File: config.mk
export PLATFORM = sky130hd
export DESIGN_NAME = counter8b_cmd_driver
export DESIGN_NICKNAME = d
export VERILOG_FILES = /design/src/rtl/counter8b_cmd_driver.sv
export SDC_FILE = /design/constraint.sdc
export NUM_CORES = 1
export LEC_CHECK = 0
export ABC_CLOCK_PERIOD_IN_PS = 6000
export CAP_MARGIN = 10
export CORE_UTILIZATION = 56
export DETAILED_ROUTE_END_ITERATION = 8
export GPL_TIMING_DRIVEN = 0
export PLACE_DENSITY = 0.85
export RECOVER_POWER = 50
export SLEW_MARGIN = 20
export SYNTH_ARGS = -nofsm -noshare
export SYNTH_HDL_FRONTEND = slang
export SYNTH_SLANG_ARGS = --single-unit
File: constraint.sdc
create_clock -name clk -period 6 [get_ports clk]
set_input_delay 0.6 -clock clk [delete_from_list [all_inputs] [get_ports clk]]
set_output_delay 0.6 -clock clk [all_outputs]
set_load 0.03 [all_outputs]
File: src/rtl/counter8b_cmd_driver.sv
// Command-driven initiator for a counter8b-style counter.
// Turns LOAD / UP n / DOWN n / READ commands into per-cycle counter controls.
// It then reads back the counter, compares the result with its own expected value
// and returns the outcome on a valid/ready response channel.
module counter8b_cmd_driver #(
  parameter int WIDTH    = 8,
  parameter bit CHECK_EN = 1'b1
) (
  input  logic             clk,
  input  logic             rst_n,
  // command channel
  input  logic             cmd_valid,
  output logic             cmd_ready,
  input  logic [1:0]       cmd_op,
  input  logic [WIDTH-1:0] cmd_arg,
  // response channel
  output logic             rsp_valid,
  input  logic             rsp_ready,
  output logic [WIDTH-1:0] rsp_data,
  output logic             rsp_err,
  output logic [7:0]       err_cnt,
  output logic             busy,
  // counter control interface
  output logic             ctr_ld_en,
  output logic             ctr_en,
  output logic             ctr_updwn,
  output logic [WIDTH-1:0] ctr_datain,
  input  logic [WIDTH-1:0] ctr_dataout
);

  typedef enum logic [2:0] {
    IDLE,
    LOAD,
    STEP,
    SETTLE,
    RESP
  } state_t;

  typedef enum logic [1:0] {
    OP_LOAD = 2'b00,
    OP_UP   = 2'b01,
    OP_DOWN = 2'b10,
    OP_READ = 2'b11
  } op_t;

  state_t           state;
  state_t           state_d;
  op_t              cmd_kind;
  op_t              op_q;
  logic [WIDTH-1:0] remaining;
  logic [WIDTH-1:0] expected;
  logic [WIDTH-1:0] datain_q;
  logic [WIDTH-1:0] rsp_data_q;
  logic             rsp_err_q;
  logic [7:0]       err_cnt_q;
  logic             mismatch;
  logic             is_step_op;

  assign cmd_kind   = op_t'(cmd_op);
  assign is_step_op = (cmd_kind == OP_UP) || (cmd_kind == OP_DOWN);

  // The counter result is only judged when checking is enabled; otherwise the error flag is constant 0.
  assign mismatch = CHECK_EN && (ctr_dataout != expected);

  // State register.
  always_ff @(posedge clk) begin
    // NOTE: sequential state uses non-blocking assignments so every register samples pre-edge values.
    if (!rst_n) begin
      state <= IDLE;
    end else begin
      state <= state_d;
    end
  end

  // Next-state decode; commands and response ready only steer state, never outputs directly.
  always_comb begin
    // NOTE: default first so every path assigns state_d and no latch is inferred.
    state_d = state;
    case (state)
      IDLE: begin
        if (cmd_valid) begin
          if (cmd_kind == OP_LOAD) begin
            state_d = LOAD;
          end else if (is_step_op && (cmd_arg != '0)) begin
            state_d = STEP;
          end else begin
            state_d = SETTLE;
          end
        end
      end
      LOAD:   state_d = SETTLE;
      STEP:   if (remaining == WIDTH'(1)) state_d = SETTLE;
      SETTLE: state_d = RESP;
      RESP:   if (rsp_ready) state_d = IDLE;
      default: state_d = IDLE;
    endcase
  end

  // Command capture and step counting; expected result is computed once at accept time.
  always_ff @(posedge clk) begin
    if (!rst_n) begin
      op_q      <= OP_LOAD;
      remaining <= '0;
      expected  <= '0;
      datain_q  <= '0;
    end else begin
      case (state)
        IDLE: begin
          if (cmd_valid) begin
            op_q      <= cmd_kind;
            remaining <= cmd_arg;
            case (cmd_kind)
              OP_LOAD: begin
                expected <= cmd_arg;
                datain_q <= cmd_arg;
              end
              OP_UP:   expected <= ctr_dataout + cmd_arg;
              OP_DOWN: expected <= ctr_dataout - cmd_arg;
              default: expected <= ctr_dataout;
            endcase
          end
        end
        STEP:    remaining <= remaining - WIDTH'(1);
        default: ;
      endcase
    end
  end

  // Response capture in SETTLE and the saturating error counter.
  always_ff @(posedge clk) begin
    if (!rst_n) begin
      rsp_data_q <= '0;
      rsp_err_q  <= 1'b0;
      err_cnt_q  <= '0;
    end else if (state == SETTLE) begin
      rsp_data_q <= ctr_dataout;
      rsp_err_q  <= mismatch;
      if (mismatch && (err_cnt_q != 8'hFF)) begin
        err_cnt_q <= err_cnt_q + 8'd1;
      end
    end
  end

  // Handshake and status outputs are pure state decode.
  assign cmd_ready = (state == IDLE);
  assign busy      = (state != IDLE);
  assign rsp_valid = (state == RESP);
  assign rsp_data  = rsp_data_q;
  assign rsp_err   = rsp_err_q;
  assign err_cnt   = err_cnt_q;

  // Counter controls: load for one cycle in LOAD, step once per STEP cycle.
  // Direction is forced low outside STEP so idle controls read as all zero.
  assign ctr_ld_en  = (state == LOAD);
  assign ctr_en     = (state == STEP);
  assign ctr_updwn  = (state == STEP) && (op_q == OP_UP);
  assign ctr_datain = datain_q;

endmodule

==> impl_metrics.tcl, run 1 <==
set metrics [dict create \
    status "completed" \
    worstPathArrival_ns 3.32 \
    postCtsHoldBufs 0 \
    gp_congestion 0.917 \
    cts_buffers 5 \
    clk_latency_ns 0.30 \
    cp.required_ns 6.17 \
    p_sw_w 0.000334 \
    cts_tree "done" \
    synthesis.area_um2 2830 \
    stdcell_count 478 \
    fin_ws_ns 2.86 \
    postSynth.asyncResetShare_pct 0 \
    switching_share_pct 36.5 \
    root_buffer "clkbuf_8" \
    portBuffers 50 \
    synth-seq-cells 46 \
    clockBufferDepth 2 \
    fill_cells 395 \
    multi_input_area_um2 1740 \
    yosys.area.top_type "dfxtp_1" \
    die_area_um2 5340 \
    grt-ovfl-total 0 \
    start_kind "input pin" \
    synth.top_cell.area_share_pct 32.6 \
    avgSynthCellArea_um2 8.01 \
    post-route-drc-count 0 \
    holdWs_ns 0.463 \
    register_area_um2 921 \
    rsz0062_at_grt "false" \
    finalHoldViolations 0 \
    slew_viol_final 0 \
    rows 25 \
    initial_utilization_pct 59.1 \
    die_w_um 73.0 \
    pwr-share-seq_pct 40.1 \
    fin_skew_ns 0.0104 \
    grt_max_degree 15 \
    grt_pass1_wl_mm 12.3 \
    cap_violations 0 \
    cts.clk_slew.worst_paths_ns 0.09 \
    setup_tns_ns 0 \
    die_h_um 73.0 \
    crit_fanout 7 \
    synth_area_leaders "dfxtp_1, nand2_1, ha_1" \
    via_per_inst 5.99 \
    setup_viol 0 \
    vias 2861 \
    track_usage_pct 29.7 \
    synth_common_cells "nand2_1, dfxtp_1, nor2_1, a21boi_0, a21oi_1" \
    yosysWarnings 0 \
    ant_nets 0 \
    synth_fp_nets 390 \
    synth_edf_count 0 \
    yosys.cell_types.count 51 \
    coreArea_um2 4790 \
    period_needed_ns 3.14 \
    gr-usage-met2_pct 50.0 \
    drive_gt1_share_pct 4.14 \
    pin_count 53 \
    drt-total-wl_mm 7.48 \
    max_freq_mhz 318 \
    wl_per_cell_um 15.6 \
    synth_cells 353 \
    cts-resized-gates 0 \
    criticalPathCategory "input pin to flip-flop" \
    synthFlopType "dfxtp_1" \
    diodes 0 \
    layout.nets 447 \
    dpl.hpwl_mm 5.72 \
    cts_max_level 2 \
    grt_pass1_vias 2626 \
    place_ws_ns 2.60 \
    p_comb_share_pct 36.6 \
    antenna_found_initial 0 \
    ir_worst_vdd_mv 0.156 \
    drt_pass1_iterations 5 \
    area_growth_syn_to_layout_pct 23.8 \
    ys_seq_area_share_pct 32.6 \
    top_usage_layer "met2" \
    grt_util_met3_pct 6.22 \
    worstMarginPinSlew_ns 1.11 \
    dp.cells 470 \
    post-cts-setup-buffers 0 \
    cts.sinks 46 \
    end_kind "flip-flop" \
    powerDensity_nw_per_um2 262 \
    leakage_nw 1.37 \
    gr-usage-met1_pct 37.5 \
    maxSlewHeadroom_pct 25.0 \
    drtIter0Drc 153 \
    hold_class "flip-flop to flip-flop" \
    clockPowerShare_pct 23.3 \
    fin_crit_sh_pct 52.4 \
    internal_power_w 0.000581 \
    synth_most_common_cell "nand2_1" \
]
layout by cell type (no fill, tap or decap), types with 7 or more instances in the layout:
cell and n:
dlygate4sd3_1 27, nor3_1 9, inv_1 15, o211ai_1 14, nand2_1 55, xnor2_1 13
a21oi_1 20, a21boi_0 21, nand3_1 18, o21ai_0 14, nor2_1 23, clkbuf_8 7
clkbuf_1 14, clkdlybuf4s50_1 23, dfxtp_1 46, ha_1 14
per-stage QoR:
stage | utilization [%] | cell area, µm² | total power, W
detailed placement | 71.3 | 3410 | 0.000712
finish | 73.1 | 3500 | 0.000916
CTS | 73.5 | 3520 | 0.000920
floorplan | - | 2830 | 0.000604
global placement | 71.3 | 3410 | 0.000698
global route | 73.1 | 3500 | 0.000967
flip-flops by register name, indices dropped and copies added, names as in the netlist:
signal / count
ctr_datain: 8
err_cnt: 8
expected: 8
op_q: 2
remaining: 8
rsp_data: 8
rsp_err: 1
state: 3
critical path, stage by stage:
cell and delay (ns):
clkdlybuf4s50_1 0.54, ha_1 0.17, clkbuf_1 0.29, mux2i_1 0.21, fa_1 0.49, a211oi_1 0.31, o21bai_1 0.12, a21o_1 0.20
o311ai_0 0.38
worst paths after layout:
path	from	endpoint	slack (ns)	cells after the start
worst max-delay path	cmd_op[1]	expected[6]	2.86	9
worst min-delay path	op_q[1]	op_q[1]	0.46	2
worst max register to register	state[1]	expected[2]	3.46	6
worst min register to register	op_q[1]	op_q[1]	0.46	2
power by group through the flow:
stage	clock network, W	registers, W	logic [W]
2_1_floorplan	0	0.000382	0.000222
4_1_cts	0.000213	0.000366	0.000340
3_3_place_gp	0	0.000372	0.000327
5_1_grt	0.000227	0.000371	0.000368
3_5_place_dp	0	0.000373	0.000339
6_report	0.000213	0.000367	0.000336
final cells by class:
type                    count  area share, %
inverters                  15           1.61
plain buffers              20           2.72
well taps                  67           2.40
repair buffers             50           14.3
clock buffers               7           2.75
flip-flops and latches     46           26.3
multi-input cells         272           49.7
clock inverters             1          0.250
routing by layer:
metal  vias to the layer above  share of wire, %
met5                         -                 0
met4                         0               1.8
met3                        18               7.3
met2                       124                47
met1                      1334                43
li1                       1385                 -
kinds of logic (layout without fill, tap and decap cells):
group	Yosys count	after routing	share of synthesized area [%]
simple gates	136	136	24.1
compound gates	101	101	24.7
flops	46	46	32.6
buf+inv	35	93	5.40
xor+xnor	17	17	5.27
fa+ha+maj	15	15	6.91
mux	3	3	1.06
Note: power is estimated with default switching activity, not from simulation.
==> run 2, diff against run 1 <==
--- a/config.mk
+++ b/config.mk
@@ -5,12 +5,12 @@
 export SDC_FILE = /design/constraint.sdc
 export NUM_CORES = 1
 export LEC_CHECK = 0
-export ABC_CLOCK_PERIOD_IN_PS = 6000
+export ABC_CLOCK_PERIOD_IN_PS = 3050
 export CAP_MARGIN = 10
-export CORE_UTILIZATION = 56
+export CORE_UTILIZATION = 52
 export DETAILED_ROUTE_END_ITERATION = 8
 export GPL_TIMING_DRIVEN = 0
-export PLACE_DENSITY = 0.85
+export PLACE_DENSITY = 0.8
 export RECOVER_POWER = 50
 export SLEW_MARGIN = 20
 export SYNTH_ARGS = -nofsm -noshare
==> constraint.sdc (replaced) <==
create_clock -name clk -period 3.05 [get_ports clk]
set_input_delay 0.305 -clock clk [delete_from_list [all_inputs] [get_ports clk]]
set_output_delay 0.305 -clock clk [all_outputs]
set_load 0.03 [all_outputs]
==> run 2 against run 1 <==
Register-to-register slack worse by 2.7 ns. Critical path depth unchanged. Largest cell class unchanged. Clock skew is 0.0028 ns lower. Power increased by 100%. Final area down 0.11%. Setup slack got worse by 2.5 ns. First-iteration DRC count grew 24%. Critical path type unchanged.
==> impl_metrics.tcl, run 2 (synthesis gave the netlist of run 1 again) <==
set metrics [dict create \
    status "completed" \
    pin_count 53 \
    crit_fanout 7 \
    coreArea_um2 5170 \
    fin_crit_sh_pct 88.5 \
    criticalPathCategory "input pin to flip-flop" \
    multi_input_area_um2 1730 \
    track_usage_pct 27.3 \
    leakage_nw 1.35 \
    cts.clk_slew.worst_paths_ns 0.09 \
    worstMarginPinSlew_ns 0.580 \
    portBuffers 50 \
    drtIter0Drc 189 \
    fill_cells 429 \
    cts_buffers 5 \
    holdPathEnd "ctr_datain[2]" \
    hold_class "input pin to flip-flop" \
    min-delay-start "cmd_arg[2]" \
    via_per_inst 5.84 \
    fin_skew_ns 0.00758 \
    drive_gt1_share_pct 3.16 \
    start_kind "input pin" \
    layout_common_cells "nand2_1, dfxtp_1, dlygate4sd3_1" \
    wl_per_cell_um 15.6 \
    fin_ws_ns 0.352 \
    diodes 0 \
    cts-resized-gates 0 \
    cts.sinks 46 \
    antenna_found_initial 0 \
    setup_tns_ns 0 \
    min_path_cells 3 \
    cap_violations 0 \
    area_growth_syn_to_layout_pct 23.7 \
    final_common_cell "nand2_1" \
    finalHoldViolations 0 \
    root_buffer "clkbuf_8" \
    initial_utilization_pct 54.6 \
    maxSlewHeadroom_pct 61.2 \
    r2r.worst_path.cells 6 \
    cts_max_level 2 \
    post-route-drc-count 0 \
    rows 26 \
    grt_pass1_vias 2464 \
    layout.nets 447 \
    die_area_um2 5730 \
    grt-ovfl-total 0 \
    reg2reg_setup_slack_ns 0.75 \
    drt-total-wl_mm 7.50 \
    grt_pass1_wl_mm 11.7 \
    vias 2811 \
    cp.required_ns 3.24 \
    rr_endpoint "err_cnt[7]" \
    ir_worst_vdd_mv 0.253 \
    final_util_pct 67.6 \
    powerDensity_nw_per_um2 523 \
    setup_viol 0 \
    slew_viol_final 0 \
    clk_latency_ns 0.30 \
    register_area_um2 921 \
    place_ws_ns 0.0707 \
    rr_startpoint "state[1]" \
    holdWs_ns 0.437 \
    clockBufferDepth 2 \
    cts_tree "done" \
    drt_pass1_iterations 5 \
    worstPathArrival_ns 2.89 \
    period_needed_ns 2.70 \
    dpl.hpwl_mm 5.61 \
    max_freq_mhz 371 \
    end_kind "flip-flop" \
    grt_max_degree 14 \
    rsz0062_at_grt "false" \
    die_h_um 75.7 \
    postCtsHoldBufs 0 \
    ant_nets 0 \
    post-cts-setup-buffers 0 \
    gp_congestion 0.906 \
    die_w_um 75.7 \
]
## run 2: cell count changes in the layout (fill, tap and decap cells not counted), sizes merged
cell and delta:
bufinv +1, dlygate4sd3 -1, clkinv -1, clkdlybuf4s50 +1
## run 2: area by class of cell
class,instances,share of cell area (%)
Buffer,20,2.72
Clock buffer,7,2.18
Clock inverter,1,0.859
Inverter,15,1.61
Multi-Input combinational cell,272,49.5
Sequential cell,46,26.3
Tap cell,70,2.51
Timing Repair Buffer,50,14.3
## run 2: worst max path at each step
| stage | endpoint | depth (start not counted) | from |
|---|---|---|---|
| final | expected[6] | 9 | cmd_arg[0] |
| after global routing | expected[5] | 11 | cmd_op[0] |
| after CTS | expected[6] | 9 | cmd_arg[0] |
| after detailed placement | expected[6] | 9 | cmd_arg[0] |
| after global placement | expected[6] | 9 | cmd_arg[0] |
| after floorplan | expected[6] | 9 | cmd_op[0] |
## run 2: worst max-delay path, cell delays in order
cell             delay [ns]
clkdlybuf4s50_1        0.65
inv_1                  0.11
ha_1                   0.29
mux2i_1                0.10
fa_1                   0.48
a211oi_1               0.31
o21bai_1               0.13
a21o_1                 0.20
o311ai_0               0.31
## run 2: metal layers
layer / wire, µm / part of all wire (%) / track usage, % / vias to the layer above
met1: 3410 / 45 / 35.6 / 1290
met5: 0 / 0 / 0 / -
met3: 511 / 6.8 / 3.97 / 7
li1: - / - / - / 1382
met4: 64 / 0.85 / 6.17 / 0
met2: 3510 / 47 / 47.9 / 132
## run 2: power by group
group	switching [W]	internal, W	leakage [nW]
registers	0.0000533	0.000668	0.375
logic	0.000394	0.000262	0.925
clock network	0.000205	0.000245	0.0524
## run 2: stage by stage
step | power, W | cell area [µm²] | instances
final | 0.00183 | 3500 | 481
after global routing | 0.00193 | 3500 | 481
after detailed placement | 0.00140 | 3410 | 473
after global placement | 0.00138 | 3410 | 473
after floorplan | 0.00119 | 2830 | 353
after CTS | 0.00184 | 3520 | 481
